$ cat config.mk
export PLATFORM = sky130hd
export DESIGN_NAME = key_debounce
export DESIGN_NICKNAME = d
export VERILOG_FILES = /design/src/rtl/key_debounce.sv
export SDC_FILE = /design/constraint.sdc
export NUM_CORES = 1
export LEC_CHECK = 0
export CORE_MARGIN = 10
export CORE_UTILIZATION = 50
export DETAILED_ROUTE_END_ITERATION = 16
export HOLD_SLACK_MARGIN = 0.03
export PLACE_DENSITY = 0.73
export RECOVER_POWER = 100
export SYNTH_ARGS = -nofsm -noshare
export SYNTH_HDL_FRONTEND = slang
export SYNTH_SLANG_ARGS = --single-unit
export TNS_END_PERCENT = 5
$ cat constraint.sdc
create_clock -name clk -period 3.35 [get_ports clk]
set_input_delay 0.335 -clock clk [delete_from_list [all_inputs] [get_ports clk]]
set_output_delay 0.335 -clock clk [all_outputs]
set_load 0.01 [all_outputs]
$ cat src/rtl/key_debounce.sv
// Push-button conditioner: 2-flop sync, stability-counter debounce,
// clean level plus press/release/long-press single-cycle pulses.
module key_debounce #(
  parameter int DEBOUNCE_CYCLES = 1_000_000,
  parameter int LONG_CYCLES     = 50_000_000,
  parameter bit KEY_ACTIVE_LOW  = 1'b1
) (
  input  logic clk,
  input  logic rst,
  input  logic key_in,
  output logic key_state,
  output logic key_press,
  output logic key_release,
  output logic key_long
);

  typedef enum logic [1:0] {
    IDLE,
    PRESS_WAIT,
    PRESSED,
    RELEASE_WAIT
  } state_t;

  localparam logic        REL_LVL = KEY_ACTIVE_LOW;
  localparam logic [31:0] D_LAST  = 32'(DEBOUNCE_CYCLES - 1);
  localparam logic [31:0] D_INIT  = 32'(DEBOUNCE_CYCLES);
  localparam logic [31:0] L_HIT   = 32'(LONG_CYCLES - 1);
  localparam logic [31:0] H_MAX   = '1;

  logic        s1, s2, p;
  state_t      state, state_n;
  logic [31:0] dcnt, dcnt_n;
  logic [31:0] hcnt, hcnt_n;
  logic        lvl_n, press_n, rel_n, long_n;

  // sync flops idle at the released pin level so reset looks like no press
  always_ff @(posedge clk or posedge rst) begin
    if (rst) begin
      s1 <= REL_LVL;
      s2 <= REL_LVL;
    end else begin
      s1 <= key_in;
      s2 <= s1;
    end
  end

  assign p = s2 ^ REL_LVL;

  always_ff @(posedge clk or posedge rst) begin
    if (rst) begin
      state       <= IDLE;
      dcnt        <= '0;
      hcnt        <= '0;
      key_state   <= 1'b0;
      key_press   <= 1'b0;
      key_release <= 1'b0;
      key_long    <= 1'b0;
    end else begin
      state       <= state_n;
      dcnt        <= dcnt_n;
      hcnt        <= hcnt_n;
      key_state   <= lvl_n;
      key_press   <= press_n;
      key_release <= rel_n;
      key_long    <= long_n;
    end
  end

  always_comb begin
    state_n = state;
    dcnt_n  = dcnt;
    hcnt_n  = hcnt;
    lvl_n   = key_state;
    press_n = 1'b0;
    rel_n   = 1'b0;
    long_n  = 1'b0;
    unique case (state)
      IDLE: begin
        if (p) begin
          state_n = PRESS_WAIT;
          dcnt_n  = '0;
        end
      end
      PRESS_WAIT: begin
        if (!p) begin
          state_n = IDLE;
        end else if (dcnt == D_LAST) begin
          state_n = PRESSED;
          lvl_n   = 1'b1;
          press_n = 1'b1;
          hcnt_n  = D_INIT;
        end else begin
          dcnt_n = dcnt + 32'd1;
        end
      end
      PRESSED: begin
        if (!p) begin
          state_n = RELEASE_WAIT;
          dcnt_n  = '0;
        end else if (hcnt != H_MAX) begin
          // hcnt only climbs within a press, so this hits once
          hcnt_n = hcnt + 32'd1;
          long_n = (hcnt + 32'd1) == L_HIT;
        end
      end
      RELEASE_WAIT: begin
        if (p) begin
          state_n = PRESSED;
        end else if (dcnt == D_LAST) begin
          state_n = IDLE;
          lvl_n   = 1'b0;
          rel_n   = 1'b1;
        end else begin
          dcnt_n = dcnt + 32'd1;
        end
      end
      default: state_n = IDLE;
    endcase
  end

endmodule

Yosys cells after proc, flatten, opt, wreduce, memory -nomap -nowiden
Cells that the tools add are included.
{ "op_classes": {"n_reduce_logical": 7, "addsub": 2, "mux": 31, "eq_ne": 16} }
{ "ops": {"columns": ["op", "n"], "rows": [
  ["$mux 32", 9],
  ["$pmux 32 s4", 1],
  ["$add 32x1->32 const B", 2],
  ["$pmux 32 s2", 1],
  ["$eq 32x20->1 const B", 1],
  ["$eq 32x26->1 const B", 1],
  ["$ne 32x32->1 const B", 1],
  ["$ne 2x2->1 const B", 8],
  ["$mux 1", 12],
  ["$mux 2", 6],
  ["$reduce_and 5->1", 2],
  ["$pmux 2 s4", 1],
  ["$reduce_and 4->1", 2],
  ["$ne 3x3->1 const B", 2],
  ["$eq 2x2->1 const B", 2],
  ["$reduce_bool 2->1", 2],
  ["$eq 2x1->1 const B", 1],
  ["$logic_not 2->1", 1],
  ["$pmux 1 s2", 1]
]} }
{ "word_totals": {"inputBits": 3, "output_inout_bits": 4, "regBits": 72} }

Longest topological paths before layout
{ "logic_depth": {"depth_word": 5, "depth_mapped": 9, "ltp_nobuf": 8} }

Worst setup path before layout
Ideal clock, no wire load.
{ "synth_timing": {"kind": "flip-flop to flip-flop", "start": "register hcnt[0]", "end": "register hcnt[2]", "required_time_ns": 3.221, "path_stages_with_launch": 10, "setup_ns": 0.129, "arrival_ns": 2.194, "setup_slack_ns": 1.027, "cell_sequence": "dfrtp_1 ha_1 nand4_2 nor4_4 and4_1 clkbuf_1 nor2_1 clkbuf_1 a31oi_1 o21ai_0"} }
{ "synth_between": {"elab_chain_len": 4} }
{ "synth_lines": {"columns": ["item", "line", "rtl"], "rows": [
  ["from (decl)", "33", "logic [31:0] hcnt, hcnt_n;"],
  ["from (signal assigned)", "61", "hcnt <= hcnt_n;"],
  ["$add 32x1->32", "102", "hcnt_n = hcnt + 32'd1;"],
  ["$mux 32", "100", "end else if (hcnt != H_MAX) begin"],
  ["$mux 32", "97", "if (!p) begin"],
  ["$pmux 32 s2", "77", "unique case (state)"]
]} }
Parallel ways exist; a longest one is shown, timed or not. The select of a mux whose other input is x is not followed.
A chain may end at the register's enable or synchronous reset.

Final worst setup path
{ "layout_timing": {"start": "register hcnt[0]", "end": "register hcnt[14]"} }
Same word-level chain as after synthesis.

==> reports/metrics.cfg <==
[route]
drtAntennaViolNets=0
via_per_inst=6.41
drtIter0Drc=264
wirelength_um=11000
wl_per_cell_um=17.6
firstDrtPassIters=5
drc=0
vias=4006

[cts]
clk_latency_ps=370
clock-root-buffer=clkbuf_8
cts_tree=done
cts.sinks=72
path_clk_slew_ps=90
cts_setup_buffers=0
htreeDepth=3
cts_buffer_depth=2
cts_made_buffers=9
ctsResizeCount=0
cts-hold-fix-buffers=0

[timing]
fin_ws_ps=569
rsz0062_at_grt=false
period_share=0.830
max_freq_ghz=0.360
setup_viol=0
min_period_ps=2780
clock_skew_ps=15.6
relSlewSlack=0.244
tightest_slew_ps=1130
drv_slew=0
finalHoldViolations=0
setup_tns_ps=0

[yosys]
synth_top_area_frac=0.399
ys_seq_elements=72
yosys.area.top_type=dfrtp_1
yosysWarnings=0
synth_fp_nets=515
synth_commonest_cells=dfrtp_1, o21ai_0, nand2_1
synthFlopType=dfrtp_1
synth_area_per_cell_um2=8.62
yosys.cell_count.top_type=dfrtp_1
synth-edff-count=0
synthArstFlopShare=1.00
synth_area_mm2=0.00439
synthTopCellsByArea=dfrtp_1, o21ai_0, nand2_1
ys_seq_area_frac=0.411
syn-instance-count=509
synth.distinct_cells=59

[pwr]
peakVddDrop_uv=210
leakage_nw=1.90
powerDensity_mw_per_mm2=368

[run]
cap_violations=0

[setup_path]
slowest_delay_ps=450
cp.arrival_ps=3060
slowest_stage=dfrtp_1
crit_chain=ha_1 -> nand4_1 -> nor4_4 -> nand4_1 -> nand2_1 -> clkbuf_1 -> o21ai_0 -> o21ai_0
crit_path_max_fanout=13
cp_data_required_time_ps=3630
start_kind=flip-flop
cp-end-kind=flip-flop
worstSetupPathType=flip-flop to flip-flop

[floorplanning]
die_h_um=114
start_util=0.508
io_pins=7
core-area_mm2=0.00864
die_area_mm2=0.0129
die_width_um=114
num_rows=34

[global_route]
grt_max_degree=44
antenna_found_initial=0
track_usage=0.173
grt_pass1_vias=3870
grt_remaining_overflow=0
grt_pass1_wl_um=18500

[placed_design]
globalplace.congestion=0.896
numPortBuffers=6
pre_cts_ws_ps=719
hpwl_um=7770

[cells_and_area]
nets=518
fillers=789
drive_above_1_share=0.0851
diodes=0
syn_to_final_growth_pct=7.87

[min_path]
hold_path_class=flip-flop to flip-flop

[outcome]
outcome=finished clean

## registers in the layout, summed over array words and instances, names as in the netlist, named ones only
signal,cells
dcnt,32
hcnt,32
key_long,1
key_press,1
key_release,1
key_state,1
s1,1
s2,1
state,1
## worst max-delay path, delay by kind of cell (launching register included)
family | cells | cell delay [ps]
buf+inv | 1 | 260
flops | 1 | 450
compound gates | 2 | 310
fa+ha+maj | 1 | 440
simple gates | 4 | 1230
## power by group
part | switching (mW) | total (mW) | internal (mW)
clock network | 0.383 | 0.812 | 0.428
registers | 0.00807 | 0.884 | 0.876
logic | 0.0340 | 0.0447 | 0.0107
total | 0.425 | 1.74 | 1.31
## area by class of cell
class                      count  area, um2  area share
multi-input combinational    399       2400       0.507
tap                          108        135      0.0285
timing repair buffer          18        125      0.0264
inverter                      12       45.0     0.00951
sequential                    72       1800       0.381
clock buffer                   9        124      0.0262
clock inverter                 7        103      0.0217
## kinds of logic (layout without fill, tap and decap cells)
group	after synthesis	after routing	synth area share
and+or+nand+nor	249	249	0.321
AOI/OAI and AO/OA	113	113	0.151
xor gates and xnor gates	28	28	0.0559
buffers and inverters	38	46	0.0391
muxes	6	6	0.0137
adders and majority gates	3	3	0.00855
DFF	72	72	0.411
## cells in the final DEF (no fill, tap or decap), types with 4 or more instances in the layout
cell and instances:
nand4_1 20, o21ai_0 59, nand2_1 52, clkbuf_8 9, nand3_1 28, a21o_1 4, nor4_4 4, or3_1 15
or2_2 4, o31ai_1 8, a21oi_1 21, nor3_1 27, and3_1 8, dlygate4sd3_1 6, dfrtp_1 70, nor2_1 44
inv_1 12, buf_4 5, clkbuf_1 6, xor2_1 11, nor4_1 16, mux2i_1 6, xnor2_1 17, and2_1 4
and4_1 4
## stage by stage
stage / hold slack (ps) / cells / total power [mW] / cell area [um2] / util
2_1_floorplan: 339 / 509 / 0.932 / 4390 / -
3_3_place_gp: 348 / 609 / 0.949 / 4570 / 0.529
3_5_place_dp: 347 / 609 / 0.952 / 4570 / 0.529
4_1_cts: 355 / 625 / 1.75 / 4790 / 0.555
5_1_grt: 371 / 625 / 1.80 / 4730 / 0.548
6_report: 366 / 625 / 1.74 / 4730 / 0.548
## worst paths after layout
check / startpoint / end / slack [ps] / cells past startpoint
max reg2reg: hcnt[0] / hcnt[14] / 570 / 8
min reg2reg: s1 / s2 / 370 / 0
max in group asynchronous: rst / dcnt[22] / 990 / 3
min: s1 / s2 / 370 / 0
max: hcnt[0] / hcnt[14] / 570 / 8
min in group asynchronous: rst / hcnt[9] / 690 / 2
## per-layer routing
metal / vias to the layer above / routed length, um / global-route usage
met1: 1930 / 4590 / 0.210
met3: 32 / 647 / 0.0378
met4: 0 / 264 / 0.0770
met5: - / 0 / 0
met2: 173 / 5500 / 0.286
li1: 1871 / - / -
Note: power is estimated with default switching activity, not from simulation.
